### src/rtl/async_fifo_rd_adapter.sv
// Async-FIFO read-side adapter: fifo_r_en -> m_valid in 2 clk, credit-limited prefetch into BUF_DEPTH entries so m_ready stalls never lose data.
// Optional RD_ADAPTER_STALL_CNT_EN adds a saturating stall_cnt output.
`timescale 1ns/1ps
module async_fifo_rd_adapter #(
  parameter int DATA_SIZE = 32,
  parameter int BUF_DEPTH = 2
) (
  input  logic                        clk,
  input  logic                        resetn,
  input  logic                        fifo_empty,
  output logic                        fifo_r_en,
  input  logic                        fifo_r_valid,
  input  logic [DATA_SIZE-1:0]        fifo_r_data,
  output logic                        m_valid,
  output logic [DATA_SIZE-1:0]        m_data,
  input  logic                        m_ready,
  input  logic                        flush,
  output logic [$clog2(BUF_DEPTH):0]  occupancy,
  output logic                        err
`ifdef RD_ADAPTER_STALL_CNT_EN
  ,
  output logic [15:0]                 stall_cnt
`endif
);

  localparam int PW = $clog2(BUF_DEPTH);
  localparam int CW = PW + 1;
  localparam int XW = PW + 3;
  localparam logic [CW-1:0] DEPTH_C = CW'(BUF_DEPTH);

  logic [DATA_SIZE-1:0] r_buf [BUF_DEPTH];
  logic [PW-1:0]        r_wr_ptr;
  logic [PW-1:0]        r_rd_ptr;
  logic [CW-1:0]        r_count;
  logic [CW-1:0]        r_inflight;
  logic [CW-1:0]        r_drop_pend;
  logic                 r_err;

  logic                 w_pop;
  logic                 w_push;
  logic                 w_drop;
  logic                 w_spur;
  logic                 w_issue;
  logic [XW-1:0]        w_used;
  logic [XW-1:0]        w_avail;
  logic [CW-1:0]        w_pend_sum;
  logic [CW-1:0]        w_pend_next;

  assign m_valid   = (r_count != '0);
  assign m_data    = r_buf[r_rd_ptr];
  assign occupancy = r_count;
  assign err       = r_err;

  // Credit compare kept unsigned: issue when DEPTH + pop exceeds everything already claimed.
  assign w_pop     = m_valid & m_ready;
  assign w_used    = XW'(r_count) + XW'(r_inflight) + XW'(r_drop_pend);
  assign w_avail   = XW'(BUF_DEPTH) + XW'(w_pop);
  assign w_issue   = resetn & ~fifo_empty & ~flush & (w_avail > w_used);
  assign fifo_r_en = w_issue;

  assign w_drop = fifo_r_valid & (r_drop_pend != '0);
  assign w_spur = fifo_r_valid & (r_drop_pend == '0) & (r_inflight == '0);
  assign w_push = fifo_r_valid & (r_drop_pend == '0) & (r_inflight != '0);

  assign w_pend_sum  = r_drop_pend + r_inflight;
  assign w_pend_next = (fifo_r_valid && (w_pend_sum != '0)) ? (w_pend_sum - CW'(1)) : w_pend_sum;

  always_ff @(posedge clk or negedge resetn) begin
    if (!resetn) begin
      r_wr_ptr    <= '0;
      r_rd_ptr    <= '0;
      r_count     <= '0;
      r_inflight  <= '0;
      r_drop_pend <= '0;
    end else if (flush) begin
      r_wr_ptr    <= '0;
      r_rd_ptr    <= '0;
      r_count     <= '0;
      r_inflight  <= '0;
      r_drop_pend <= w_pend_next;
    end else begin
      if (w_push) r_wr_ptr <= r_wr_ptr + PW'(1);
      if (w_pop)  r_rd_ptr <= r_rd_ptr + PW'(1);
      r_count    <= r_count + CW'(w_push) - CW'(w_pop);
      r_inflight <= r_inflight + CW'(w_issue) - CW'(w_push);
      if (w_drop) r_drop_pend <= r_drop_pend - CW'(1);
    end
  end

  always_ff @(posedge clk or negedge resetn) begin
    if (!resetn)     r_err <= 1'b0;
    else if (w_spur) r_err <= 1'b1;
  end

  always_ff @(posedge clk) begin
    if (w_push && !flush) r_buf[r_wr_ptr] <= fifo_r_data;
  end

`ifdef RD_ADAPTER_STALL_CNT_EN
  logic [15:0] r_stall_cnt;

  always_ff @(posedge clk or negedge resetn) begin
    if (!resetn)                                              r_stall_cnt <= '0;
    else if (flush)                                           r_stall_cnt <= '0;
    else if (m_valid && !m_ready && (r_stall_cnt != 16'hFFFF)) r_stall_cnt <= r_stall_cnt + 16'd1;
  end

  assign stall_cnt = r_stall_cnt;
`endif

  a_count_bound: assert property (@(posedge clk) disable iff (!resetn) r_count <= DEPTH_C);

endmodule

### config.mk
export PLATFORM = sky130hd
export DESIGN_NAME = async_fifo_rd_adapter
export DESIGN_NICKNAME = d
export VERILOG_FILES = /design/src/rtl/async_fifo_rd_adapter.sv
export SDC_FILE = /design/constraint.sdc
export NUM_CORES = 1
export LEC_CHECK = 0
export BUFFER_PORTS_ARGS = -buffer_cell sky130_fd_sc_hd__buf_2
export CORE_MARGIN = 2
export CORE_UTILIZATION = 56
export CTS_CLUSTER_SIZE = 25
export DETAILED_ROUTE_END_ITERATION = 8
export PLACE_DENSITY = 0.84
export SLEW_MARGIN = 10
export SYNTH_ARGS = -nofsm -noshare
export SYNTH_HDL_FRONTEND = slang
export SYNTH_SLANG_ARGS = --single-unit
### constraint.sdc
create_clock -name clk -period 6.64 [get_ports clk]
set_clock_uncertainty 0.2 [all_clocks]
set_input_delay 0.332 -clock clk [delete_from_list [all_inputs] [get_ports clk]]
set_output_delay 0.332 -clock clk [all_outputs]
set_load 0.01 [all_outputs]
== Yosys cells after proc, flatten, opt, wreduce, memory -nomap -nowiden ==
Memories as Yosys holds them, arrays and structs flattened.
Index checks and enable logic that the tools add are counted.
Storage, ports and cells
  flip-flop bits (word level): 9
  RAM bits: 64
  input port bits: 38
  output and inout port bits: 37
  memories kept: 1
Memories
  r_buf: depth 2, bits a word 32, read ports 1, clocked after Yosys merged registers in 0, write ports 1, RTL line 31  | logic [DATA_SIZE-1:0] r_buf [BUF_DEPTH];
Operators by class
  add/subtract/negate cells: 12
  order comparisons: 1
  mux-type cells: 11
  bitwise operators: 10
  reductions and logical operators: 12
Operators with widths (number)
  $reduce_bool A2 Y1: 7
  $mux W2: 5
  $and A1 B1 Y1: 8
  $mux W1: 6
  $add A2 B1 Y2: 2
  $add A3 B2 Y4: 1
  $gt A3 B4 Y1: 1
  $logic_not A2 Y1: 2
  $sub A2 B1 Y2: 2
  $sub A2 B1 Y2 const B: 2
  $add A2 B1 Y3 const A: 1
  $add A2 B2 Y3: 1
  $add A1 B1 Y1 const B: 2
  $add A2 B2 Y2: 1
  $logic_and A1 B1 Y1: 2
  $not A1 Y1: 2
  $logic_not A1 Y1: 1

== Longest topological paths before layout ==
Gate-level depths: netlist of run 1.
  depth in word-level cells: 8
  depth in mapped cells: 9
  gate-level depth less buffers: 9

== Least setup slack after synthesis of run 1 ==
Ideal clock, no wire load.
  path kind: register to register
  start: register r_drop_pend[1]
  end: memory r_buf[1][0] (enable)
  data arrival time: 3.291 ns
  setup slack: 2.681 ns
  cell stages (with the launch flop): 5
  buffers on the path: 0
  period minus slack after synthesis: 3.959 ns
  cells stage by stage: dfrtp_1 -> inv_1 -> ha_1 -> o211ai_1 -> nor3b_1
Between the ends
  word-level cells in the longest chain between the ends: 6
Ends and longest elaborated chain
  start: declaration: RTL line 36  | logic [CW-1:0] r_drop_pend;
  start signal: assignment: RTL line 80  | r_drop_pend <= w_pend_next;
  start signal: assignment: RTL line 86  | if (w_drop) r_drop_pend <= r_drop_pend - CW'(1);
  $logic_not A2 Y1: RTL line 63  | assign w_push = fifo_r_valid & (r_drop_pend == '0) & (r_inflight != '0);
  $and A1 B1 Y1 (2 in series): RTL line 63
  $logic_and A1 B1 Y1: RTL line 96  | if (w_push && !flush) r_buf[r_wr_ptr] <= fifo_r_data;
  $mux W1: RTL line 96
  $mux W1 (not written as such): RTL line 96
  end: declaration: RTL line 31
No other way between the ends.

== Final worst setup path of run 1 ==
  start: register r_count[1] (netlist: occupancy[1])
  end: output fifo_r_en
Between the ends
  word-level cells in the longest chain between the ends: 5
  elaborated cells on any way between the ends: 7
Ends and longest elaborated chain
  start: declaration: RTL line 34  | logic [CW-1:0] r_count;
  start signal: assignment: RTL line 84  | r_count <= r_count + CW'(w_push) - CW'(w_pop);
  branches (longest 3 deep; another with $add A3 B2 Y4)
  $gt A3 B4 Y1 (*): RTL line 58  | assign w_issue = resetn & ~fifo_empty & ~flush & (w_avail > w_used);
  $and A1 B1 Y1 (*): RTL line 58
  end: declaration: RTL line 11  | output logic fifo_r_en,
Every way passes the cells marked *.

==> impl_metrics.ini, run 1 <==
[timing]
fin_crit_sh = 0.427
slew_violations = 0
relSlewSlack = 0.445
hold_slack_ns = 0.123
worst-slew-pin-transition_ns = 0.829
finalWorstPathRequiredPeriod_ns = 2.84
fmax_mhz = 353
setup_viol = 0
fin_tns_setup_ns = 0
rsz0062_at_grt = false
hold_viol = 0

[floorplanning]
ios = 75
row_count = 26
dieArea_um2 = 5910
die_h_um = 76.9
core_um2 = 5110
initial_utilization = 0.582
dieWidth_um = 76.9

[finish]
diodes = 0
drive_gt1_frac = 0.456
final_area_um2 = 3960
regArea_um2 = 2150
final_nets = 329
syn2layout_area_growth_pct = 33.0
multi_input_area_um2 = 773
fillers = 299

[drt]
drt_iter0_drc = 59
ant_nets = 0
drt-total-wl_um = 5490
vias = 1759
vias_per_cell = 4.95
post_drt_wl_per_cell_um = 15.5
drc = 0
dr.pass1.iters = 4

[critical_path]
worstPathArrival_ns = 2.30
crit_path_cell_trace = inv_1 -> fa_1 -> inv_1 -> ha_1 -> o21a_1 -> nor3_1 -> buf_2
crit_type = reg2out
critPathTopFamily = adder cells
path_buf_inv = 3
worst_path_most_repeated_cell = inv_1
critPathSlowestCell = fa_1
cp_slowest_stage_delay_ns = 0.54
setup.worst_path.end_class = primary output
startpoint_type = flip-flop
required_ns = 6.11
worstPathMaxFanout = 5

[yosys]
ys_types = 26
synth_area_um2 = 2970
yosysTopAreaCell = edfxtp_1
synth_area_leaders = edfxtp_1 (65%), mux2_2 (12%), dfrtp_1 (7.6%)
postSynthCellCount = 165
yosysTopAreaCellShare = 0.646
ys_seq_elements = 73
syn_avg_cell_area_um2 = 18.0
yosysSeqAreaShare = 0.722
syn-num-nets = 213
yosysWarnings = 0

[pwr]
power_density_nw_per_um2 = 317
peakVddDrop_uv = 271
p_leak_uw = 0.00160

[placement]
hpwl_um = 3350
gp_congestion = 0.861
placed_area_um2 = 3440
io_buffers = 74

[global_route]
grt.total_usage = 0.201
grt_max_degree = 28
grt_pass1_wl_um = 8940
globalRouteOverflowTotal = 0
grt_pass1_vias = 1891
antenna_found_initial = 0

[clock_tree]
htree_levels = 3
clk_latency_ns = 0.33
cts_resized = 0
clock_sinks = 73
clockBufferDepth = 2
cts_tree = built
cts-root-buf = clkbuf_8
cts_made_buffers = 9
path_clk_slew_ns = 0.07
cts_setup_buffers = 0

[job]
cap_violations = 0

[min_path]
hold_class = in2reg

[run_status]
outcome = completed
==> metal layers <==
| layer | GRT usage | part of all wire | vias to the layer above |
|---|---|---|---|
| li1 | - | - | 845 |
| met1 | 0.224 | 0.40 | 842 |
| met2 | 0.355 | 0.53 | 56 |
| met3 | 0.0412 | 0.039 | 16 |
| met4 | 0.116 | 0.032 | 0 |
| met5 | 0 | 0 | - |
==> cells in the mapped netlist <==
cell type / n
nor3_1: 3
nor2b_1: 2
nor3b_1: 2
nor2_1: 5
mux2_4: 1
nand3_1: 3
o21a_1: 1
xnor3_2: 1
nand3b_1: 1
xnor2_1: 2
o21ai_0: 2
clkbuf_1: 1
xor2_1: 4
a41o_1: 1
fa_1: 2
dfrtp_1: 9
buf_1: 1
mux2i_4: 1
or2_2: 1
ha_1: 8
edfxtp_1: 64
mux2_2: 33
nand2b_1: 2
buf_2: 3
inv_1: 11
o211ai_1: 1
==> cells by family after synthesis <==
| family | synth area share |
|---|---|
| DFF | 0.722 |
| muxes | 0.138 |
| and+or+nand+nor | 0.0345 |
| adders and majority gates | 0.0471 |
| xor gates and xnor gates | 0.0257 |
| buffers and inverters | 0.0215 |
| AOI/OAI and AO/OA | 0.0118 |
==> registers in the layout, summed over array words and instances (netlist names) <==
signal and count:
r_rd_ptr 1, r_drop_pend 2, occupancy 2, r_wr_ptr 1, r_inflight 2, err 1, r_buf 64
==> stage by stage <==
step / total power [uW] / std cells / util / setup slack [ns]
finish: 1250 / 355 / 0.775 / 3.80
global route: 1320 / 355 / 0.775 / 3.66
CTS: 1260 / 355 / 0.775 / 3.80
detailed placement: 926 / 307 / 0.674 / 3.87
global placement: 915 / 307 / 0.674 / 3.99
floorplan: 818 / 165 / - / 2.68
==> cell type report <==
type | instances | area share
Clock buffer | 9 | 0.0313
Clock inverter | 6 | 0.0152
Inverter | 11 | 0.0104
Multi-Input combinational cell | 76 | 0.195
Sequential cell | 73 | 0.543
Tap cell | 70 | 0.0221
Timing Repair Buffer | 110 | 0.183
==> worst paths after layout <==
path	start	endpoint	slack (ns)	cells past startpoint
worst max-delay path	occupancy[1]	fifo_r_en	3.80	7
worst min-delay path	fifo_r_valid	r_drop_pend[0]	0.12	3
worst max register to register	r_drop_pend[0]	r_buf[1][7]	3.93	5
worst min register to register	err	err	0.31	1
max in group asynchronous	resetn	r_drop_pend[0]	5.86	2
min in group asynchronous	resetn	r_wr_ptr	0.19	2
==> what timing repair did <==
action,in CTS,in global routing
hold buffers,33,0
endpoints found under the setup margin,0,0
hold endpoints to repair,73,0
==> where the power goes <==
| part | internal, uW | switching (uW) | leakage [uW] |
|---|---|---|---|
| Combinational | 204 | 176 | 0.000817 |
| Sequential | 523 | 29.1 | 0.000691 |
| Clock | 169 | 152 | 0.0000925 |
| Total | 896 | 357 | 0.00160 |
==> tightest hold or removal path, cell delays in order <==
cell,delay (ns)
buf_2,0.13
o21ai_0,0.07
nand3_1,0.07
==> layout by cell type, fill, tap and decap left out <==
cell	synthesis	routed
a41o_1	1	1
buf_2	3	74
buf_4	0	3
bufinv_16	0	1
clkbuf_8	0	9
clkinv_1	0	1
clkinv_2	0	2
clkinv_4	0	1
clkinvlp_4	0	1
dfrtp_1	9	9
dlygate4sd3_1	0	33
edfxtp_1	64	64
fa_1	2	2
ha_1	8	8
inv_1	11	11
mux2_2	33	33
mux2_4	1	1
mux2i_4	1	1
nand2b_1	2	2
nand3_1	3	3
nand3b_1	1	1
nor2_1	5	5
nor2b_1	2	2
nor3_1	3	2
nor3_2	0	1
nor3b_1	2	1
nor3b_2	0	1
o211ai_1	1	1
o21a_1	1	1
o21ai_0	2	2
or2_2	1	1
xnor2_1	2	2
xnor3_2	1	1
xor2_1	4	4
Note: power is estimated with default switching activity, not from simulation.
==> run 2: changes to the inputs <==
Settings changed: ABC_AREA set to 1, CORE_UTILIZATION 56 to 52, PLACE_DENSITY 0.84 to 0.78.
Clock period 6.64 ns to 2.77 ns, I/O delays scaled along.
==> impl_metrics.ini, run 2 <==
[run_status]
outcome = completed

[pwr]
intPower_uw = 2120
power_density_nw_per_um2 = 761
pwr-share-comb = 0.300
power.total_uw = 3100
p_sw_frac = 0.317
netSwitchingPower_uw = 983
p_leak_uw = 0.00181
p_seq_frac = 0.417
pwr-share-clk = 0.283
peakVddDrop_uv = 500

[placement]
gp_congestion = 0.846
hpwl_um = 3500
placed_area_um2 = 3500
io_buffers = 74
placedCellCount = 395

[critical_path]
required_ns = 2.43
critPathLaunch = r_inflight[1]
setup.worst_path.end_class = primary output
ff2ff_setup_slack_ns = 0.57
r2r_start = r_inflight[1]
crit_type = reg2out
startpoint_type = flip-flop
worstPathMaxFanout = 4
worstPathArrival_ns = 2.03

[clock_tree]
cts_setup_buffers = 0
cts_resized = 0
htree_levels = 3
clock_sinks = 73
clockBufferDepth = 2
path_clk_slew_ns = 0.07
cts_made_buffers = 9
cts_tree = built
postCtsHoldBufs = 37
cts-root-buf = clkbuf_8
clk_latency_ns = 0.34

[drt]
ant_nets = 0
drt-total-wl_um = 6010
dr.pass1.iters = 4
vias_per_cell = 4.75
post_drt_wl_per_cell_um = 13.5
drc = 0
drt_iter0_drc = 102
vias = 2124

[timing]
fin_crit_sh = 0.854
rsz0062_at_grt = false
hold_viol = 0
fmax_mhz = 423
setup_viol = 0
fin_tns_setup_ns = 0
relSlewSlack = 0.621
slew_violations = 0
finalWorstPathRequiredPeriod_ns = 2.37
worst-slew-pin-transition_ns = 0.567

[yosys]
synth_compound_area_frac = 0.0178
postSynthCellCount = 253
netlist_top_cells_count = nand2_1 (112), edfxtp_1 (64), inv_1 (19), dfrtp_1 (9)
synth-edff-count = 64
synth_ff_type = edfxtp_1
ys_seq_elements = 73
synth_area_leaders = edfxtp_1 (64%), nand2_1 (14%), dfrtp_1 (7.5%)
yosysTopAreaCellShare = 0.636
synthSimpleGateAreaFrac = 0.168
yosysTopAreaCell = edfxtp_1
yosysSeqAreaShare = 0.711
syn_avg_cell_area_um2 = 11.9
synth.most_common_cell = nand2_1
synth_mux_area_frac = 0
synth_xor_area_frac = 0.0174
yosysWarnings = 0
syn-num-nets = 301
synth_area_um2 = 3020
synthArstFlopShare = 0.123
synth_fa_ha_area_frac = 0.0464
ys_types = 22
synth_top_family_by_area = simple AND/OR/NAND/NOR gates

[job]
cap_violations = 0

[global_route]
grt.total_usage = 0.200
grt_max_degree = 35
grt_pass1_wl_um = 9430
antenna_found_initial = 0
grt_pass1_vias = 2057
globalRouteOverflowTotal = 0

[finish]
diodes = 0
fillers = 378
final_nets = 419
mostFrequentLayoutCells = nand2_1 (112), buf_2 (74), edfxtp_1 (64), dlygate4sd3_1 (37), inv_1 (19)
fin_util = 0.731
regMostFlops = r_buf
multi_input_area_um2 = 769
drive_gt1_frac = 0.267
final_area_um2 = 4080
largest_reg_flops = 64
fin_cells = 447
regArea_um2 = 2150
syn2layout_area_growth_pct = 35.0
layout_commonest_cell = nand2_1

[floorplanning]
initial_utilization = 0.542
dieArea_um2 = 6430
core_um2 = 5570
ios = 75
row_count = 27
die_h_um = 80.2
dieWidth_um = 80.2

[min_path]
hold_class = in2reg
hp-start = fifo_empty
-- run 2: changes by cell type after synthesis, sizes merged, moves of 2 or more --
cell    previous run  this run
nor2               5         7
nor3b              2         0
nor2b              2         0
a21oi              0         3
nor3               3         0
mux2              34         0
nand2b             2         0
buf                4         8
nand2              0       115
inv               11        21
-- run 2: power by group through the flow --
stage / Sequential (uW) / Clock [uW] / Combinational, uW
after detailed placement: 1320 / 0 / 891
final: 1290 / 878 / 931
after CTS: 1290 / 891 / 937
after floorplan: 1310 / 0 / 603
after global placement: 1320 / 0 / 869
after global routing: 1300 / 922 / 1060
-- run 2: cell families (layout without fill, tap and decap cells) --
| logic type | count (synthesis) | after routing |
|---|---|---|
| compound gates | 7 | 7 |
| xor+xnor | 6 | 6 |
| fa+ha+maj | 10 | 10 |
| buf+inv | 29 | 151 |
| flops | 73 | 73 |
| simple gates | 128 | 128 |
-- run 2: per-stage QoR --
step / setup WS (ns) / hold slack (ns)
global placement: 0.596 / -0.188
detailed placement: 0.552 / -0.182
finish: 0.404 / 0.208
global route: 0.274 / 0.215
CTS: 0.365 / 0.199
floorplan: 0.380 / -0.357
-- run 2: cell type report --
class,count,area share
Clock buffer,10,0.0313
Clock inverter,5,0.0196
Inverter,21,0.0193
Multi-Input combinational cell,151,0.189
Sequential cell,73,0.527
Tap cell,72,0.0221
Timing Repair Buffer,115,0.192
-- run 2: worst paths after layout --
path | end | depth (start not counted)
setup / recovery | fifo_r_en | 8
hold / removal | r_inflight[0] | 7
setup reg to reg | r_inflight[1] | 10
hold reg to reg | err | 1
max in group asynchronous | r_rd_ptr | 3
min in group asynchronous | occupancy[1] | 3
-- run 2: layer usage --
| metal | track usage | share of wire | vias to the layer above |
|---|---|---|---|
| li1 | - | - | 1059 |
| met1 | 0.257 | 0.43 | 975 |
| met2 | 0.323 | 0.49 | 81 |
| met3 | 0.0539 | 0.057 | 9 |
| met4 | 0.0847 | 0.017 | 0 |
| met5 | 0 | 0 | - |
-- run 2: critical path, cell delays in order, from the launching register on --
cell	delay, ns
dfrtp_1	0.38
inv_1	0.13
fa_1	0.52
inv_1	0.04
ha_1	0.18
inv_1	0.05
nand4_1	0.11
a21oi_2	0.14
buf_2	0.15
==> run 3: changes to the inputs <==
Settings changed: CORE_UTILIZATION 52 to 55, CTS_BUF_LIST set to sky130_fd_sc_hd__clkbuf_8, PLACE_DENSITY 0.78 to 0.82.
==> impl_metrics.ini, run 3 (synthesis gave the netlist of run 2 again) <==
[run_status]
outcome = completed

[critical_path]
setup.worst_path.end_class = primary output
crit_type = reg2out
required_ns = 2.43
worstPathArrival_ns = 2.04
startpoint_type = flip-flop
worstPathMaxFanout = 3

[pwr]
intPower_uw = 2030
power_density_nw_per_um2 = 748
p_seq_frac = 0.428
p_sw_frac = 0.330
pwr-share-comb = 0.313
p_leak_uw = 0.00180
netSwitchingPower_uw = 1000
peakVddDrop_uv = 825
pwr-share-clk = 0.259

[drt]
post_drt_wl_per_cell_um = 13.9
dr.pass1.iters = 4
vias_per_cell = 4.84
ant_nets = 0
vias = 2160
drt-total-wl_um = 6190
drt_iter0_drc = 94
drc = 0

[global_route]
grt_pass1_wl_um = 9890
globalRouteOverflowTotal = 0
grt_pass1_vias = 2152
grt_max_degree = 35
antenna_found_initial = 0
grt.total_usage = 0.218

[clock_tree]
cts-root-buf = clkbuf_8
clock_sinks = 73
clk_latency_ns = 0.34
cts_tree = built
postCtsHoldBufs = 37
path_clk_slew_ns = 0.07
htree_levels = 3
cts_resized = 0
cts_made_buffers = 9
cts_setup_buffers = 0
clockBufferDepth = 2

[timing]
worst-slew-pin-transition_ns = 0.578
setup_viol = 0
relSlewSlack = 0.614
setup_ws_ns = 0.392
fin_crit_sh = 0.858
hold_viol = 0
rsz0062_at_grt = false
slew_violations = 0
fmax_mhz = 421
finalWorstPathRequiredPeriod_ns = 2.38
hold_slack_ns = 0.204
fin_tns_setup_ns = 0

[floorplanning]
initial_utilization = 0.580
dieArea_um2 = 6100
core_um2 = 5200
die_h_um = 78.1
dieWidth_um = 78.1
ios = 75
row_count = 26

[finish]
drive_gt1_frac = 0.269
final_nets = 419
fillers = 307
layout_commonest_cell = nand2_1
mostFrequentLayoutCells = nand2_1 (112), buf_2 (74), edfxtp_1 (64), dlygate4sd3_1 (37), inv_1 (20)
largest_reg_flops = 64
syn2layout_area_growth_pct = 34.2
regMostFlops = r_buf
diodes = 0

[placement]
gp_congestion = 0.814
hpwl_um = 3510
io_buffers = 74
preCtsSetupSlack_ns = 0.537

[job]
cap_violations = 0

[min_path]
hold_class = in2reg
[run 3: cell count changes in the layout (fill, tap and decap cells not counted)]
cell / previous run / this run
clkinv_2: 0 / 2
bufinv_16: 2 / 1
clkbuf_1: 1 / 0
clkinvlp_4: 1 / 2
inv_1: 19 / 20
inv_6: 1 / 0
[run 3: per-stage QoR]
stage	cell area [um^2]	util	instances	total power, uW
2_1_floorplan	3030	-	253	1920
3_3_place_gp	3500	0.672	393	2190
3_5_place_dp	3500	0.672	393	2230
4_1_cts	4050	0.779	446	3040
5_1_grt	4050	0.779	446	3220
6_report	4050	0.779	446	3030
[run 3: final timing paths]
path                         startpoint       endpoint  slack [ns]  cells after the start
max in group asynchronous        resetn  r_inflight[0]        1.43                      3
min reg2reg                         err            err        0.28                      1
max                        occupancy[1]      fifo_r_en        0.39                      8
min                          fifo_empty  r_inflight[0]        0.20                      7
max reg2reg                occupancy[1]  r_inflight[1]        0.54                     10
min in group asynchronous        resetn            err        0.64                      3
[run 3: critical path, stage by stage, from the launching register on]
cell     delay [ns]
dfrtp_1        0.41
inv_2          0.08
fa_1           0.53
inv_1          0.04
ha_1           0.18
inv_1          0.05
nand4_1        0.10
a21oi_2        0.16
buf_2          0.16
[run 3: layout make-up]
class	count	area, um^2	share of cell area
flip-flops and latches	73	2150	0.530
clock inverters	7	62.6	0.0154
well taps	70	87.6	0.0216
repair buffers	115	783	0.193
multi-input cells	151	769	0.190
clock buffers	9	124	0.0306
inverters	21	78.8	0.0195
[run 3: layer usage]
metal  track usage  routed length (um)  vias to the layer above
li1              -                   -                     1065
met1         0.259                2520                     1011
met2         0.384                3200                       75
met3        0.0621                 381                        9
met4        0.0737                  82                        0
met5             0                   0                        -
[run 3: power groups by stage]
stage	clock network (uW)	logic (uW)	registers, uW
floorplan	0	603	1310
global placement	0	872	1320
detailed placement	0	904	1320
CTS	788	951	1300
global route	837	1080	1310
finish	785	948	1300
